`src/rtl/mult_arbiter.sv`:
```
// Two-requester round-robin front end for a shared pipelined 8x8 multiplier.
// One operation in flight at a time; the product is held until its owner takes it.
module mult_arbiter #(
  parameter int unsigned LATENCY = 8
) (
  input  logic        clk,
  input  logic        reset,
  input  logic        req0_valid,
  input  logic        req1_valid,
  output logic        req0_ready,
  output logic        req1_ready,
  input  logic [7:0]  req0_a,
  input  logic [7:0]  req0_b,
  input  logic [7:0]  req1_a,
  input  logic [7:0]  req1_b,
  output logic        rsp0_valid,
  output logic        rsp1_valid,
  input  logic        rsp0_ready,
  input  logic        rsp1_ready,
  output logic [15:0] rsp_prod,
  output logic [7:0]  mul_a,
  output logic [7:0]  mul_b,
  input  logic [15:0] mul_prod,
  output logic        busy
);

  localparam int unsigned OP_W   = 8;
  localparam int unsigned PROD_W = 16;
  localparam int unsigned CNT_W  = $clog2(LATENCY + 2);

  typedef enum logic [1:0] {
    IDLE = 2'd0,
    WAIT = 2'd1,
    RESP = 2'd2
  } state_t;

  state_t           state;
  logic [CNT_W-1:0] cnt;
  logic             ptr;    // 0: req0 has priority on a tie, 1: req1
  logic             owner;
  logic             grant0_c;
  logic             grant1_c;

  // Grant is combinational so a waiting requester is accepted on the first IDLE edge.
  always_comb begin
    grant0_c = 1'b0;
    grant1_c = 1'b0;
    if (reset && (state == IDLE)) begin
      grant0_c = req0_valid && (!req1_valid || !ptr);
      grant1_c = req1_valid && (!req0_valid ||  ptr);
    end
  end

  assign req0_ready = grant0_c;
  assign req1_ready = grant1_c;

  always_ff @(posedge clk or negedge reset) begin
    if (!reset) begin
      state      <= IDLE;
      cnt        <= '0;
      ptr        <= 1'b0;
      owner      <= 1'b0;
      mul_a      <= '0;
      mul_b      <= '0;
      rsp_prod   <= '0;
      rsp0_valid <= 1'b0;
      rsp1_valid <= 1'b0;
      busy       <= 1'b0;
    end else begin
      case (state)
        IDLE: begin
          if (grant0_c || grant1_c) begin
            mul_a <= grant1_c ? OP_W'(req1_a) : OP_W'(req0_a);
            mul_b <= grant1_c ? OP_W'(req1_b) : OP_W'(req0_b);
            owner <= grant1_c;
            cnt   <= CNT_W'(LATENCY + 1);
            // Favour whichever requester was not just served.
            ptr   <= grant0_c;
            busy  <= 1'b1;
            state <= WAIT;
          end
        end
        WAIT: begin
          if (cnt == CNT_W'(1)) begin
            rsp_prod   <= PROD_W'(mul_prod);
            cnt        <= '0;
            rsp0_valid <= !owner;
            rsp1_valid <= owner;
            state      <= RESP;
          end else begin
            cnt <= cnt - CNT_W'(1);
          end
        end
        RESP: begin
          if (owner ? rsp1_ready : rsp0_ready) begin
            rsp0_valid <= 1'b0;
            rsp1_valid <= 1'b0;
            busy       <= 1'b0;
            state      <= IDLE;
          end
        end
        default: state <= IDLE;
      endcase
    end
  end

endmodule
```
`config.mk`:
```
export PLATFORM = sky130hd
export DESIGN_NAME = mult_arbiter
export DESIGN_NICKNAME = d
export VERILOG_FILES = /design/src/rtl/mult_arbiter.sv
export SDC_FILE = /design/constraint.sdc
export NUM_CORES = 1
export LEC_CHECK = 0
export CORE_ASPECT_RATIO = 2
export CORE_MARGIN = 5
export CORE_UTILIZATION = 46
export DETAILED_ROUTE_END_ITERATION = 8
export PLACE_DENSITY_LB_ADDON = 0.2
export SLEW_MARGIN = 20
export SYNTH_ARGS = -nofsm -noshare
export SYNTH_HDL_FRONTEND = slang
export SYNTH_SLANG_ARGS = --single-unit
```
`constraint.sdc`:
```
create_clock -name clk -period 3 [get_ports clk]
set_clock_uncertainty 0.1 [all_clocks]
set_input_delay 0.3 -clock clk [delete_from_list [all_inputs] [get_ports clk]]
set_output_delay 0.3 -clock clk [all_outputs]
set_load 0.005 [all_outputs]
```
==> run_summary.xml, run 1 <==
<?xml version="1.0" encoding="UTF-8"?>
<metrics>
  <group name="worst_setup_path">
    <metric name="required_time_reported_for_the_critical_path_endpoint" unit="ns">2.60</metric>
    <metric name="kind_of_cell_adding_the_most_delay_to_the_critical_path" unit="">buffers and inverters</metric>
    <metric name="startpoint_type_of_the_worst_setup_path" unit="">register</metric>
    <metric name="slowest_stage" unit="">sky130_fd_sc_hd__clkdlybuf4s50_1</metric>
    <metric name="worstSetupEndpointType" unit="">primary output</metric>
    <metric name="timing.critical_path.buf_inv" unit="">2</metric>
    <metric name="reg2reg_slack" unit="ns">0.66</metric>
    <metric name="path_type_of_the_worst_setup_path" unit="">register to primary output</metric>
    <metric name="cp_cell_sequence" unit="">nor3b_2, buf_4, and3_1, clkdlybuf4s50_1</metric>
    <metric name="cpPeakStageDelay" unit="ns">0.52</metric>
    <metric name="cp_max_fo" unit="">38</metric>
    <metric name="arr_time_crit_path" unit="ns">2.10</metric>
  </group>
  <group name="synthesis">
    <metric name="yosys-mux-area-fraction" unit="%">9.18</metric>
    <metric name="synth_cells" unit="">210</metric>
    <metric name="synth_top_family_by_area" unit="">compound AO/OA/AOI/OAI gates</metric>
    <metric name="synthesis.yosys.warnings" unit="">0</metric>
    <metric name="synth_area" unit="sq um">2180</metric>
    <metric name="most_area_hungry_cell_type_in_the_yosys_netlist" unit="">sky130_fd_sc_hd__dfrtp_1</metric>
    <metric name="area_fraction_in_compound_gates_after_synthesis" unit="%">22.2</metric>
    <metric name="synth.ff_latch_count" unit="">43</metric>
    <metric name="post_synth_xor_area_fraction" unit="%">0</metric>
    <metric name="syn_nets" unit="">266</metric>
    <metric name="yosysTopAreaCellShare" unit="%">49.3</metric>
    <metric name="post_synth.cell_area_avg" unit="sq um">10.4</metric>
    <metric name="simple_logic_cell_fraction_of_the_synthesized_area" unit="%">9.70</metric>
    <metric name="biggest_area_contributors_in_the_synthesized_netlist" unit="">sky130_fd_sc_hd__dfrtp_1 (49%), sky130_fd_sc_hd__mux2_2 (8.3%), sky130_fd_sc_hd__o22a_1 (6.4%)</metric>
    <metric name="synth_fa_ha_area_share" unit="%">1.15</metric>
    <metric name="portion_of_the_post_synthesis_area_used_by_sequential_elements" unit="%">49.3</metric>
    <metric name="synth.distinct_cells" unit="">34</metric>
  </group>
  <group name="power_and_ir_drop">
    <metric name="pwr_density_cell" unit="nW/um^2">863</metric>
    <metric name="ir_worst_vdd" unit="mV">0.514</metric>
    <metric name="total_leakage_power" unit="nW">1.32</metric>
  </group>
  <group name="timing">
    <metric name="layout_min_cycle_time" unit="ns">2.50</metric>
    <metric name="timing_max_transition_violations_final" unit="">0</metric>
    <metric name="fmax" unit="MHz">400</metric>
    <metric name="rsz0062_at_grt" unit="">false</metric>
    <metric name="timing.final.ws_setup" unit="ns">0.500</metric>
    <metric name="slew_headroom" unit="%">46.7</metric>
    <metric name="timing.final.crit_share" unit="%">83.3</metric>
    <metric name="final_setup_violation_count" unit="">0</metric>
    <metric name="fin_setup_tns" unit="ns">0</metric>
    <metric name="final.hold.worst_slack" unit="ns">-0.0155</metric>
    <metric name="hold_viol_final" unit="">42</metric>
    <metric name="tightest_slew" unit="ns">0.798</metric>
  </group>
  <group name="final_layout">
    <metric name="fraction_of_final_layout_cells_sized_beyond_drive_strength_1" unit="%">11.5</metric>
    <metric name="final_area" unit="sq um">3190</metric>
    <metric name="finish.cell_count_without_fillers" unit="">351</metric>
    <metric name="finalNetCount" unit="">351</metric>
    <metric name="antenna-diode-count" unit="">0</metric>
    <metric name="final_core_utilization" unit="%">69.3</metric>
    <metric name="area_growth_syn_to_layout" unit="%">46.1</metric>
  </group>
  <group name="job">
    <metric name="timing.max_cap.violations" unit="">0</metric>
  </group>
  <group name="run_status">
    <metric name="run_status" unit="">finished, violations left</metric>
    <metric name="violations" unit="">hold timing</metric>
  </group>
  <group name="routing">
    <metric name="dr.pass1.iters" unit="">4</metric>
    <metric name="drt_drc_violations_left" unit="">0</metric>
    <metric name="ant_nets" unit="">0</metric>
    <metric name="route.detailed.wl_per_inst" unit="microns">15.6</metric>
    <metric name="wirelength" unit="mm">5.47</metric>
    <metric name="drt-initial-drc-count" unit="">36</metric>
    <metric name="vias_per_cell" unit="">5.39</metric>
    <metric name="vias" unit="">1893</metric>
  </group>
  <group name="floorplan">
    <metric name="floorplan.die_area" unit="sq um">6300</metric>
    <metric name="chipWidth" unit="microns">58.7</metric>
    <metric name="initial_core_util" unit="%">47.4</metric>
    <metric name="die_h" unit="microns">107</metric>
    <metric name="std_cell_rows" unit="">35</metric>
    <metric name="core-area" unit="sq um">4600</metric>
    <metric name="pin_count" unit="">91</metric>
  </group>
  <group name="place">
    <metric name="last_weighted_congestion_value_of_the_routability_driven_placer" unit="">0.819</metric>
    <metric name="placed_cells_incl_taps" unit="">343</metric>
    <metric name="dp.final_hpwl" unit="mm">4.09</metric>
    <metric name="placed_area" unit="sq um">3100</metric>
    <metric name="count_of_input_and_output_buffers" unit="">90</metric>
    <metric name="preCtsSetupSlack" unit="ns">0.722</metric>
  </group>
  <group name="clocking">
    <metric name="ctsResizeCount" unit="">0</metric>
    <metric name="clk_path_buf_depth" unit="">2</metric>
    <metric name="tritoncts.num_buffers" unit="">5</metric>
    <metric name="cts-root-buf" unit="">sky130_fd_sc_hd__clkbuf_8</metric>
    <metric name="numClockSinks" unit="">43</metric>
    <metric name="clock_tree.htree_level_count" unit="">2</metric>
    <metric name="postCtsHoldBufs" unit="">0</metric>
    <metric name="clk_transition_reported_paths" unit="ns">0.08</metric>
    <metric name="cts_tree" unit="">done</metric>
    <metric name="clock_insertion_delay_worst_skew" unit="ns">0.30</metric>
    <metric name="post-cts-setup-buffers" unit="">0</metric>
  </group>
  <group name="grt">
    <metric name="first_global_vias" unit="">1965</metric>
    <metric name="gr-total-overflow" unit="">0</metric>
    <metric name="global_route.usage.total" unit="%">18.6</metric>
    <metric name="wire_length_of_the_first_global_routing_pass" unit="mm">9.09</metric>
    <metric name="number_of_antenna_violations_at_the_first_check_in_global_routing" unit="">0</metric>
    <metric name="maximum_number_of_pins_on_one_net_before_global_route_repair" unit="">44</metric>
  </group>
  <group name="worst_hold_path">
    <metric name="holdCritPathClass" unit="">primary input to async pin</metric>
  </group>
</metrics>
final cells by class:
| type | instances | area [sq um] |
|---|---|---|
| clock buffer | 5 | 68.8 |
| clock inverter | 3 | 20.0 |
| fill | 351 | 1410 |
| inverter | 21 | 78.8 |
| multi-input combinational | 127 | 926 |
| sequential | 43 | 1080 |
| tap | 55 | 68.8 |
| timing repair buffer | 97 | 948 |
cells by family (layout without fill, tap and decap cells):
logic type / Yosys count / count (layout)
and+or+nand+nor: 41 / 41
buffers and inverters: 40 / 126
muxes: 18 / 18
adders and majority gates: 2 / 2
AOI/OAI and AO/OA: 66 / 66
DFF: 43 / 43
synth_stat cells:
cell type and instances:
sky130_fd_sc_hd__a22oi_1 1, sky130_fd_sc_hd__buf_2 8, sky130_fd_sc_hd__and3_1 1, sky130_fd_sc_hd__nor2b_1 4, sky130_fd_sc_hd__mux2i_1 2, sky130_fd_sc_hd__and3b_1 1, sky130_fd_sc_hd__or2_0 1, sky130_fd_sc_hd__clkbuf_1 7
sky130_fd_sc_hd__nor3_1 1, sky130_fd_sc_hd__nand2_1 23, sky130_fd_sc_hd__o211ai_1 16, sky130_fd_sc_hd__o311a_1 1, sky130_fd_sc_hd__ha_1 2, sky130_fd_sc_hd__o22ai_1 1, sky130_fd_sc_hd__a31oi_1 18, sky130_fd_sc_hd__mux2_2 16
sky130_fd_sc_hd__dfrtp_1 43, sky130_fd_sc_hd__nor3b_1 3, sky130_fd_sc_hd__nand2b_1 4, sky130_fd_sc_hd__nand3b_1 1, sky130_fd_sc_hd__o21ai_0 4, sky130_fd_sc_hd__o31a_1 1, sky130_fd_sc_hd__buf_6 3, sky130_fd_sc_hd__inv_1 21
sky130_fd_sc_hd__a2bb2oi_1 1, sky130_fd_sc_hd__a21oi_1 2, sky130_fd_sc_hd__o31ai_1 2, sky130_fd_sc_hd__a21o_1 1, sky130_fd_sc_hd__o2bb2a_1 1, sky130_fd_sc_hd__a21boi_0 1, sky130_fd_sc_hd__nor4bb_1 1, sky130_fd_sc_hd__clkbuf_2 1
sky130_fd_sc_hd__o22a_1 16, sky130_fd_sc_hd__and2_4 1
cells in the final DEF, fill, tap and decap left out, types with 2 or more instances in the layout:
cell	instances
sky130_fd_sc_hd__mux2_2	16
sky130_fd_sc_hd__a31oi_1	18
sky130_fd_sc_hd__inv_1	21
sky130_fd_sc_hd__buf_4	7
sky130_fd_sc_hd__ha_1	2
sky130_fd_sc_hd__nand2_1	23
sky130_fd_sc_hd__a21oi_1	2
sky130_fd_sc_hd__nor2b_1	4
sky130_fd_sc_hd__o211ai_1	16
sky130_fd_sc_hd__clkbuf_8	5
sky130_fd_sc_hd__o31ai_1	2
sky130_fd_sc_hd__o21ai_0	4
sky130_fd_sc_hd__nand2b_1	4
sky130_fd_sc_hd__o22a_1	16
sky130_fd_sc_hd__clkdlybuf4s50_1	89
sky130_fd_sc_hd__nor3b_1	2
sky130_fd_sc_hd__mux2i_1	2
sky130_fd_sc_hd__dfrtp_1	43
sky130_fd_sc_hd__clkinvlp_4	2
path summary, 6_finish.rpt:
| path | startpoint | endpoint | depth (start not counted) |
|---|---|---|---|
| max in group asynchronous | reset | mul_a[4] | 2 |
| setup / recovery | state[0] | req1_ready | 4 |
| hold reg to reg | rsp_prod[7] | rsp_prod[7] | 1 |
| hold / removal | reset | state[0] | 2 |
| min in group clk | rsp_prod[7] | rsp_prod[7] | 1 |
| setup reg to reg | cnt[1] | rsp_prod[3] | 5 |
power by group:
part           switching, W  total [W]  internal (W)  leakage [nW]
sequential         0.000186    0.00105      0.000863         0.487
clock              0.000209   0.000372      0.000162        0.0402
combinational      0.000489    0.00133      0.000840         0.791
total              0.000884    0.00275       0.00187          1.32
metal layers:
metal	vias up	GRT usage, %	share of wire, %
met1	892	21.2	36
met4	0	5.83	1.4
li1	918	-	-
met2	75	33.1	54
met3	8	4.44	8.3
met5	-	0	0
registers in the layout (all words and copies together) (netlist names), 2 cells and up:
name / count
cnt: 4
mul_a: 8
mul_b: 8
rsp_prod: 16
state: 2
through the flow:
step / hold slack, ns / power (W)
after floorplan: -0.0956 / 0.00170
after detailed placement: 0.327 / 0.00241
after CTS: 0.00257 / 0.00278
final: -0.0155 / 0.00275
after global routing: 0.0527 / 0.00296
after global placement: 0.330 / 0.00238
No activity file was read; power rests on OpenSTA's default activity.
==> inputs of run 2 (changes only) <==
Settings changed: CORE_UTILIZATION 46 to 43.
Clock period 3 ns to 2.35 ns, I/O delays scaled along.
==> run_summary.xml, run 2 (synthesized netlist as in run 1, its figures left out) <==
<?xml version="1.0" encoding="UTF-8"?>
<metrics>
  <group name="run_status">
    <metric name="run_status" unit="">complete, no violations</metric>
  </group>
  <group name="floorplan">
    <metric name="die_h" unit="microns">111</metric>
    <metric name="pin_count" unit="">91</metric>
    <metric name="chipWidth" unit="microns">60.4</metric>
    <metric name="floorplan.die_area" unit="sq um">6680</metric>
    <metric name="core-area" unit="sq um">4910</metric>
    <metric name="initial_core_util" unit="%">44.4</metric>
    <metric name="std_cell_rows" unit="">36</metric>
  </group>
  <group name="timing">
    <metric name="final.hold.worst_slack" unit="ns">0.344</metric>
    <metric name="slew_headroom" unit="%">64.3</metric>
    <metric name="timing_max_transition_violations_final" unit="">0</metric>
    <metric name="tightest_slew" unit="ns">0.535</metric>
    <metric name="layout_min_cycle_time" unit="ns">2.22</metric>
    <metric name="hold_viol_final" unit="">0</metric>
    <metric name="rsz0062_at_grt" unit="">false</metric>
    <metric name="final_setup_violation_count" unit="">0</metric>
    <metric name="fin_setup_tns" unit="ns">0</metric>
    <metric name="timing.final.crit_share" unit="%">94.3</metric>
    <metric name="fmax" unit="MHz">451</metric>
  </group>
  <group name="worst_setup_path">
    <metric name="path_type_of_the_worst_setup_path" unit="">register to primary output</metric>
    <metric name="worstSetupEndpointType" unit="">primary output</metric>
    <metric name="cp_max_fo" unit="">9</metric>
    <metric name="startpoint_type_of_the_worst_setup_path" unit="">register</metric>
    <metric name="required_time_reported_for_the_critical_path_endpoint" unit="ns">2.02</metric>
    <metric name="arr_time_crit_path" unit="ns">1.88</metric>
  </group>
  <group name="final_layout">
    <metric name="layout.cells.most_common_list" unit="">sky130_fd_sc_hd__clkdlybuf4s50_1 (89), sky130_fd_sc_hd__dfrtp_1 (43), sky130_fd_sc_hd__nand2_1 (23)</metric>
    <metric name="top_regs" unit="">rsp_prod: 16 flops, mul_a: 8 flops, mul_b: 8 flops</metric>
    <metric name="top_register" unit="">rsp_prod</metric>
    <metric name="largest_register_ff_count" unit="">16</metric>
    <metric name="area_growth_syn_to_layout" unit="%">47.4</metric>
    <metric name="finalNetCount" unit="">354</metric>
    <metric name="antenna-diode-count" unit="">0</metric>
    <metric name="fraction_of_final_layout_cells_sized_beyond_drive_strength_1" unit="%">12.0</metric>
    <metric name="most_common_library_cell_in_the_layout_ignoring_fill_and_taps" unit="">sky130_fd_sc_hd__clkdlybuf4s50_1</metric>
  </group>
  <group name="clocking">
    <metric name="post-cts-setup-buffers" unit="">0</metric>
    <metric name="clk_path_buf_depth" unit="">2</metric>
    <metric name="clock_insertion_delay_worst_skew" unit="ns">0.29</metric>
    <metric name="tritoncts.num_buffers" unit="">5</metric>
    <metric name="clk_transition_reported_paths" unit="ns">0.08</metric>
    <metric name="cts_tree" unit="">done</metric>
    <metric name="cts-root-buf" unit="">sky130_fd_sc_hd__clkbuf_8</metric>
    <metric name="numClockSinks" unit="">43</metric>
    <metric name="clock_tree.htree_level_count" unit="">2</metric>
  </group>
  <group name="power_and_ir_drop">
    <metric name="pwr_density_cell" unit="nW/um^2">1090</metric>
    <metric name="total_leakage_power" unit="nW">1.34</metric>
    <metric name="ir_worst_vdd" unit="mV">0.842</metric>
  </group>
  <group name="grt">
    <metric name="gr-total-overflow" unit="">0</metric>
    <metric name="wire_length_of_the_first_global_routing_pass" unit="mm">8.66</metric>
    <metric name="global_route.usage.total" unit="%">16.6</metric>
    <metric name="maximum_number_of_pins_on_one_net_before_global_route_repair" unit="">44</metric>
    <metric name="first_global_vias" unit="">1941</metric>
    <metric name="number_of_antenna_violations_at_the_first_check_in_global_routing" unit="">0</metric>
  </group>
  <group name="routing">
    <metric name="ant_nets" unit="">0</metric>
    <metric name="drt_drc_violations_left" unit="">0</metric>
    <metric name="dr.pass1.iters" unit="">4</metric>
    <metric name="drt-initial-drc-count" unit="">44</metric>
    <metric name="vias" unit="">1902</metric>
    <metric name="vias_per_cell" unit="">5.34</metric>
    <metric name="wirelength" unit="mm">5.43</metric>
    <metric name="route.detailed.wl_per_inst" unit="microns">15.2</metric>
  </group>
  <group name="place">
    <metric name="count_of_input_and_output_buffers" unit="">90</metric>
    <metric name="last_weighted_congestion_value_of_the_routability_driven_placer" unit="">0.781</metric>
    <metric name="dp.final_hpwl" unit="mm">4.07</metric>
  </group>
  <group name="job">
    <metric name="timing.max_cap.violations" unit="">0</metric>
  </group>
  <group name="worst_hold_path">
    <metric name="holdCritPathClass" unit="">primary input to register</metric>
  </group>
</metrics>
==> run 2: cell count changes in the layout (fill, tap and decap cells not counted) <==
cell	before	now
sky130_fd_sc_hd__buf_4	7	9
sky130_fd_sc_hd__nor3b_4	0	1
sky130_fd_sc_hd__nor3b_2	1	0
sky130_fd_sc_hd__dlygate4sd3_1	0	1
sky130_fd_sc_hd__clkinv_2	1	3
sky130_fd_sc_hd__clkinvlp_4	2	0
==> run 2: repair_timing <==
| item | CTS | global route |
|---|---|---|
| hold buffers | 1 | 0 |
| endpoints found under the setup margin | 0 | 2 |
| gates resized for setup | 0 | 1 |
| hold endpoints to repair | 43 | 0 |
==> run 2: critical path, cell delays in order, from the launching register on <==
cell,delay [ns]
sky130_fd_sc_hd__dfrtp_1,0.49
sky130_fd_sc_hd__nor3b_4,0.34
sky130_fd_sc_hd__and3_1,0.23
sky130_fd_sc_hd__clkdlybuf4s50_1,0.53
==> run 2: per-layer routing <==
metal	part of all wire, %	GRT usage [%]	vias up	routed length (microns)
met4	1.3	4.88	0	69
met3	8.1	4.78	7	442
met2	55	31.5	65	2980
met1	36	16.2	904	1940
li1	-	-	926	-
met5	0	0	-	0
==> run 2: where the power goes <==
part           total, W  leakage (nW)  internal [W]  switching, W
combinational   0.00171         0.806       0.00109      0.000625
sequential      0.00133         0.487       0.00110      0.000231
clock          0.000458        0.0477      0.000204      0.000254
total           0.00350          1.34       0.00239       0.00111
==> run 2: layout make-up <==
type / instances / area, sq um
Sequential cell: 43 / 1080
Tap cell: 57 / 71.3
Inverter: 21 / 78.8
Timing Repair Buffer: 100 / 973
Fill cell: 401 / 1690
Clock buffer: 5 / 68.8
Multi-Input combinational cell: 127 / 932
Clock inverter: 3 / 15.0
==> run 2: final timing paths <==
kind / cells past startpoint / start / to / slack (ns)
max in group asynchronous: 3 / reset / mul_b[4] / 1.27
hold reg to reg: 1 / rsp_prod[12] / rsp_prod[12] / 0.40
min in group asynchronous: 3 / reset / mul_a[2] / 0.52
setup reg to reg: 4 / state[1] / cnt[3] / 0.42
setup / recovery: 3 / state[1] / req1_ready / 0.13
hold / removal: 3 / reset / ptr / 0.34
==> run 2: through the flow <==
step | util, % | cell area [sq um] | setup WS, ns | power [W] | instances
2_1_floorplan | - | 2180 | 0.655 | 0.00218 | 210
3_3_place_gp | 63.5 | 3120 | 0.371 | 0.00304 | 347
3_5_place_dp | 63.5 | 3120 | 0.353 | 0.00308 | 347
4_1_cts | 65.4 | 3210 | 0.0533 | 0.00354 | 356
5_1_grt | 65.5 | 3220 | 0.0208 | 0.00376 | 356
6_report | 65.5 | 3220 | 0.135 | 0.00350 | 356
==> inputs of run 3 (changes only) <==
Settings changed: CORE_ASPECT_RATIO 2 to default, HOLD_SLACK_MARGIN from default to 0.02.
==> run_summary.xml, run 3 (synthesized netlist as in run 1, its figures left out) <==
<?xml version="1.0" encoding="UTF-8"?>
<metrics>
  <group name="timing">
    <metric name="rsz0062_at_grt" unit="">false</metric>
    <metric name="tightest_slew" unit="ns">0.549</metric>
    <metric name="final_setup_violation_count" unit="">0</metric>
    <metric name="hold_viol_final" unit="">0</metric>
    <metric name="layout_min_cycle_time" unit="ns">2.23</metric>
    <metric name="fmax" unit="MHz">449</metric>
    <metric name="fin_setup_tns" unit="ns">0</metric>
    <metric name="slew_headroom" unit="%">63.4</metric>
    <metric name="timing.final.crit_share" unit="%">94.8</metric>
    <metric name="timing_max_transition_violations_final" unit="">0</metric>
  </group>
  <group name="final_layout">
    <metric name="layout.cells.most_common_list" unit="">sky130_fd_sc_hd__clkdlybuf4s50_1 (89), sky130_fd_sc_hd__dfrtp_1 (43), sky130_fd_sc_hd__nand2_1 (23)</metric>
    <metric name="finalNetCount" unit="">357</metric>
    <metric name="antenna-diode-count" unit="">0</metric>
    <metric name="top_register" unit="">rsp_prod</metric>
    <metric name="fraction_of_final_layout_cells_sized_beyond_drive_strength_1" unit="%">12.6</metric>
    <metric name="fillCellCount" unit="">451</metric>
    <metric name="top_regs" unit="">rsp_prod: 16 flops, mul_a: 8 flops, mul_b: 8 flops</metric>
    <metric name="largest_register_ff_count" unit="">16</metric>
    <metric name="finish.cell_count_without_fillers" unit="">372</metric>
    <metric name="area_growth_syn_to_layout" unit="%">49.3</metric>
    <metric name="most_common_library_cell_in_the_layout_ignoring_fill_and_taps" unit="">sky130_fd_sc_hd__clkdlybuf4s50_1</metric>
  </group>
  <group name="worst_setup_path">
    <metric name="kind_of_cell_adding_the_most_delay_to_the_critical_path" unit="">buffers and inverters</metric>
    <metric name="required_time_reported_for_the_critical_path_endpoint" unit="ns">2.02</metric>
    <metric name="startpoint_type_of_the_worst_setup_path" unit="">primary input</metric>
    <metric name="timing.rr.end" unit="">cnt[3]</metric>
    <metric name="cpPeakStageDelay" unit="ns">0.52</metric>
    <metric name="reg2regPathDepth" unit="">4</metric>
    <metric name="timing.critical_path.buf_inv" unit="">3</metric>
    <metric name="worstReg2RegStart" unit="">state[0]</metric>
    <metric name="cp_max_fo" unit="">6</metric>
    <metric name="path_type_of_the_worst_setup_path" unit="">primary input to primary output</metric>
    <metric name="worstSetupEndpointType" unit="">primary output</metric>
    <metric name="slowest_stage" unit="">sky130_fd_sc_hd__clkdlybuf4s50_1</metric>
    <metric name="cp_cell_sequence" unit="">dlygate4sd3_1, buf_2, nor3b_4, and3_1, clkdlybuf4s50_1</metric>
    <metric name="reg2reg_slack" unit="ns">0.56</metric>
    <metric name="arr_time_crit_path" unit="ns">1.89</metric>
  </group>
  <group name="clocking">
    <metric name="cts-root-buf" unit="">sky130_fd_sc_hd__clkbuf_8</metric>
    <metric name="numClockSinks" unit="">43</metric>
    <metric name="clk_transition_reported_paths" unit="ns">0.09</metric>
    <metric name="clock_tree.htree_level_count" unit="">2</metric>
    <metric name="clk_path_buf_depth" unit="">2</metric>
    <metric name="clock_insertion_delay_worst_skew" unit="ns">0.30</metric>
    <metric name="tritoncts.num_buffers" unit="">5</metric>
    <metric name="cts_tree" unit="">done</metric>
  </group>
  <group name="job">
    <metric name="timing.max_cap.violations" unit="">0</metric>
  </group>
  <group name="floorplan">
    <metric name="std_cell_rows" unit="">26</metric>
    <metric name="floorplan.die_area" unit="sq um">6600</metric>
    <metric name="initial_core_util" unit="%">43.5</metric>
    <metric name="core-area" unit="sq um">5010</metric>
    <metric name="pin_count" unit="">91</metric>
    <metric name="chipWidth" unit="microns">81.2</metric>
    <metric name="die_h" unit="microns">81.2</metric>
  </group>
  <group name="place">
    <metric name="placed_cells_incl_taps" unit="">363</metric>
    <metric name="dp.final_hpwl" unit="mm">4.19</metric>
    <metric name="count_of_input_and_output_buffers" unit="">90</metric>
    <metric name="last_weighted_congestion_value_of_the_routability_driven_placer" unit="">0.772</metric>
  </group>
  <group name="power_and_ir_drop">
    <metric name="ir_worst_vdd" unit="mV">0.544</metric>
    <metric name="total_leakage_power" unit="nW">1.35</metric>
    <metric name="pwr_density_cell" unit="nW/um^2">1090</metric>
  </group>
  <group name="worst_hold_path">
    <metric name="holdCritPathClass" unit="">register to register</metric>
    <metric name="hp-start" unit="">rsp_prod[15]</metric>
    <metric name="min_path_cells" unit="">1</metric>
    <metric name="worstHoldEndpoint" unit="">rsp_prod[15]</metric>
  </group>
  <group name="routing">
    <metric name="ant_nets" unit="">0</metric>
    <metric name="drt_drc_violations_left" unit="">0</metric>
    <metric name="wirelength" unit="mm">5.71</metric>
    <metric name="vias" unit="">1916</metric>
    <metric name="route.detailed.wl_per_inst" unit="microns">15.3</metric>
    <metric name="drt-initial-drc-count" unit="">73</metric>
    <metric name="vias_per_cell" unit="">5.15</metric>
    <metric name="dr.pass1.iters" unit="">4</metric>
  </group>
  <group name="grt">
    <metric name="gr-total-overflow" unit="">0</metric>
    <metric name="global_route.usage.total" unit="%">18.3</metric>
    <metric name="first_global_vias" unit="">1835</metric>
    <metric name="number_of_antenna_violations_at_the_first_check_in_global_routing" unit="">0</metric>
    <metric name="maximum_number_of_pins_on_one_net_before_global_route_repair" unit="">44</metric>
    <metric name="wire_length_of_the_first_global_routing_pass" unit="mm">9.18</metric>
  </group>
  <group name="run_status">
    <metric name="run_status" unit="">complete, no violations</metric>
  </group>
</metrics>
==> run 3: worst reg2reg max path: stages, from the launching register on <==
cell                      delay (ns)
sky130_fd_sc_hd__dfrtp_1        0.42
sky130_fd_sc_hd__nor3b_4        0.30
sky130_fd_sc_hd__buf_4          0.37
sky130_fd_sc_hd__and2_4         0.37
sky130_fd_sc_hd__o311a_1        0.20
==> run 3: timing repair <==
action | 4_1_cts | 5_1_grt
endpoints found under the hold margin | 43 | 0
gates resized for setup | 0 | 1
buffers inserted | 0 | 0
hold buffers | 1 | 0
setup endpoints to repair | 0 | 1
==> run 3: cell type report <==
class                      count  area [sq um]  area share [%]
sequential                    43          1080            33.1
timing repair buffer         103           996            30.6
multi-input combinational    127           932            28.6
tap                           70          87.6            2.69
inverter                      21          78.8            2.42
clock buffer                   6          72.6            2.23
clock inverter                 2          12.5           0.384
==> run 3: metrics by stage <==
| step | hold slack [ns] | setup slack [ns] | area (sq um) | power [W] | utilization (%) |
|---|---|---|---|---|---|
| floorplan | -0.161 | 0.655 | 2180 | 0.00218 | - |
| global placement | 0.280 | 0.462 | 3150 | 0.00308 | 63.0 |
| detailed placement | 0.288 | 0.442 | 3150 | 0.00311 | 63.0 |
| CTS | 0.413 | 0.0638 | 3250 | 0.00359 | 64.9 |
| global route | 0.422 | 0.0382 | 3260 | 0.00381 | 65.0 |
| finish | 0.411 | 0.122 | 3260 | 0.00356 | 65.0 |
==> run 3: worst max-delay path by stage <==
stage          startpoint          end  slack (ns)  cells after the start
2_1_floorplan      cnt[1]  rsp_prod[0]        0.65                      6
3_3_place_gp   req1_valid   req0_ready        0.46                      4
3_5_place_dp   req1_valid   req0_ready        0.44                      4
4_1_cts             reset   req1_ready        0.06                      5
5_1_grt             reset   req1_ready        0.04                      5
6_report            reset   req1_ready        0.12                      5
==> run 3: where the power goes <==
| part | internal, W | switching [W] |
|---|---|---|
| Clock | 0.000208 | 0.000259 |
| Combinational | 0.00111 | 0.000656 |
| Sequential | 0.00110 | 0.000225 |
| Total | 0.00242 | 0.00114 |
==> run 3: metal layers <==
| layer | GRT usage [%] | share of wire (%) |
|---|---|---|
| met1 | 23.9 | 42 |
| met2 | 29.6 | 51 |
| met3 | 5.32 | 6.3 |
| met4 | 5.07 | 1.0 |
| met5 | 0 | 0 |
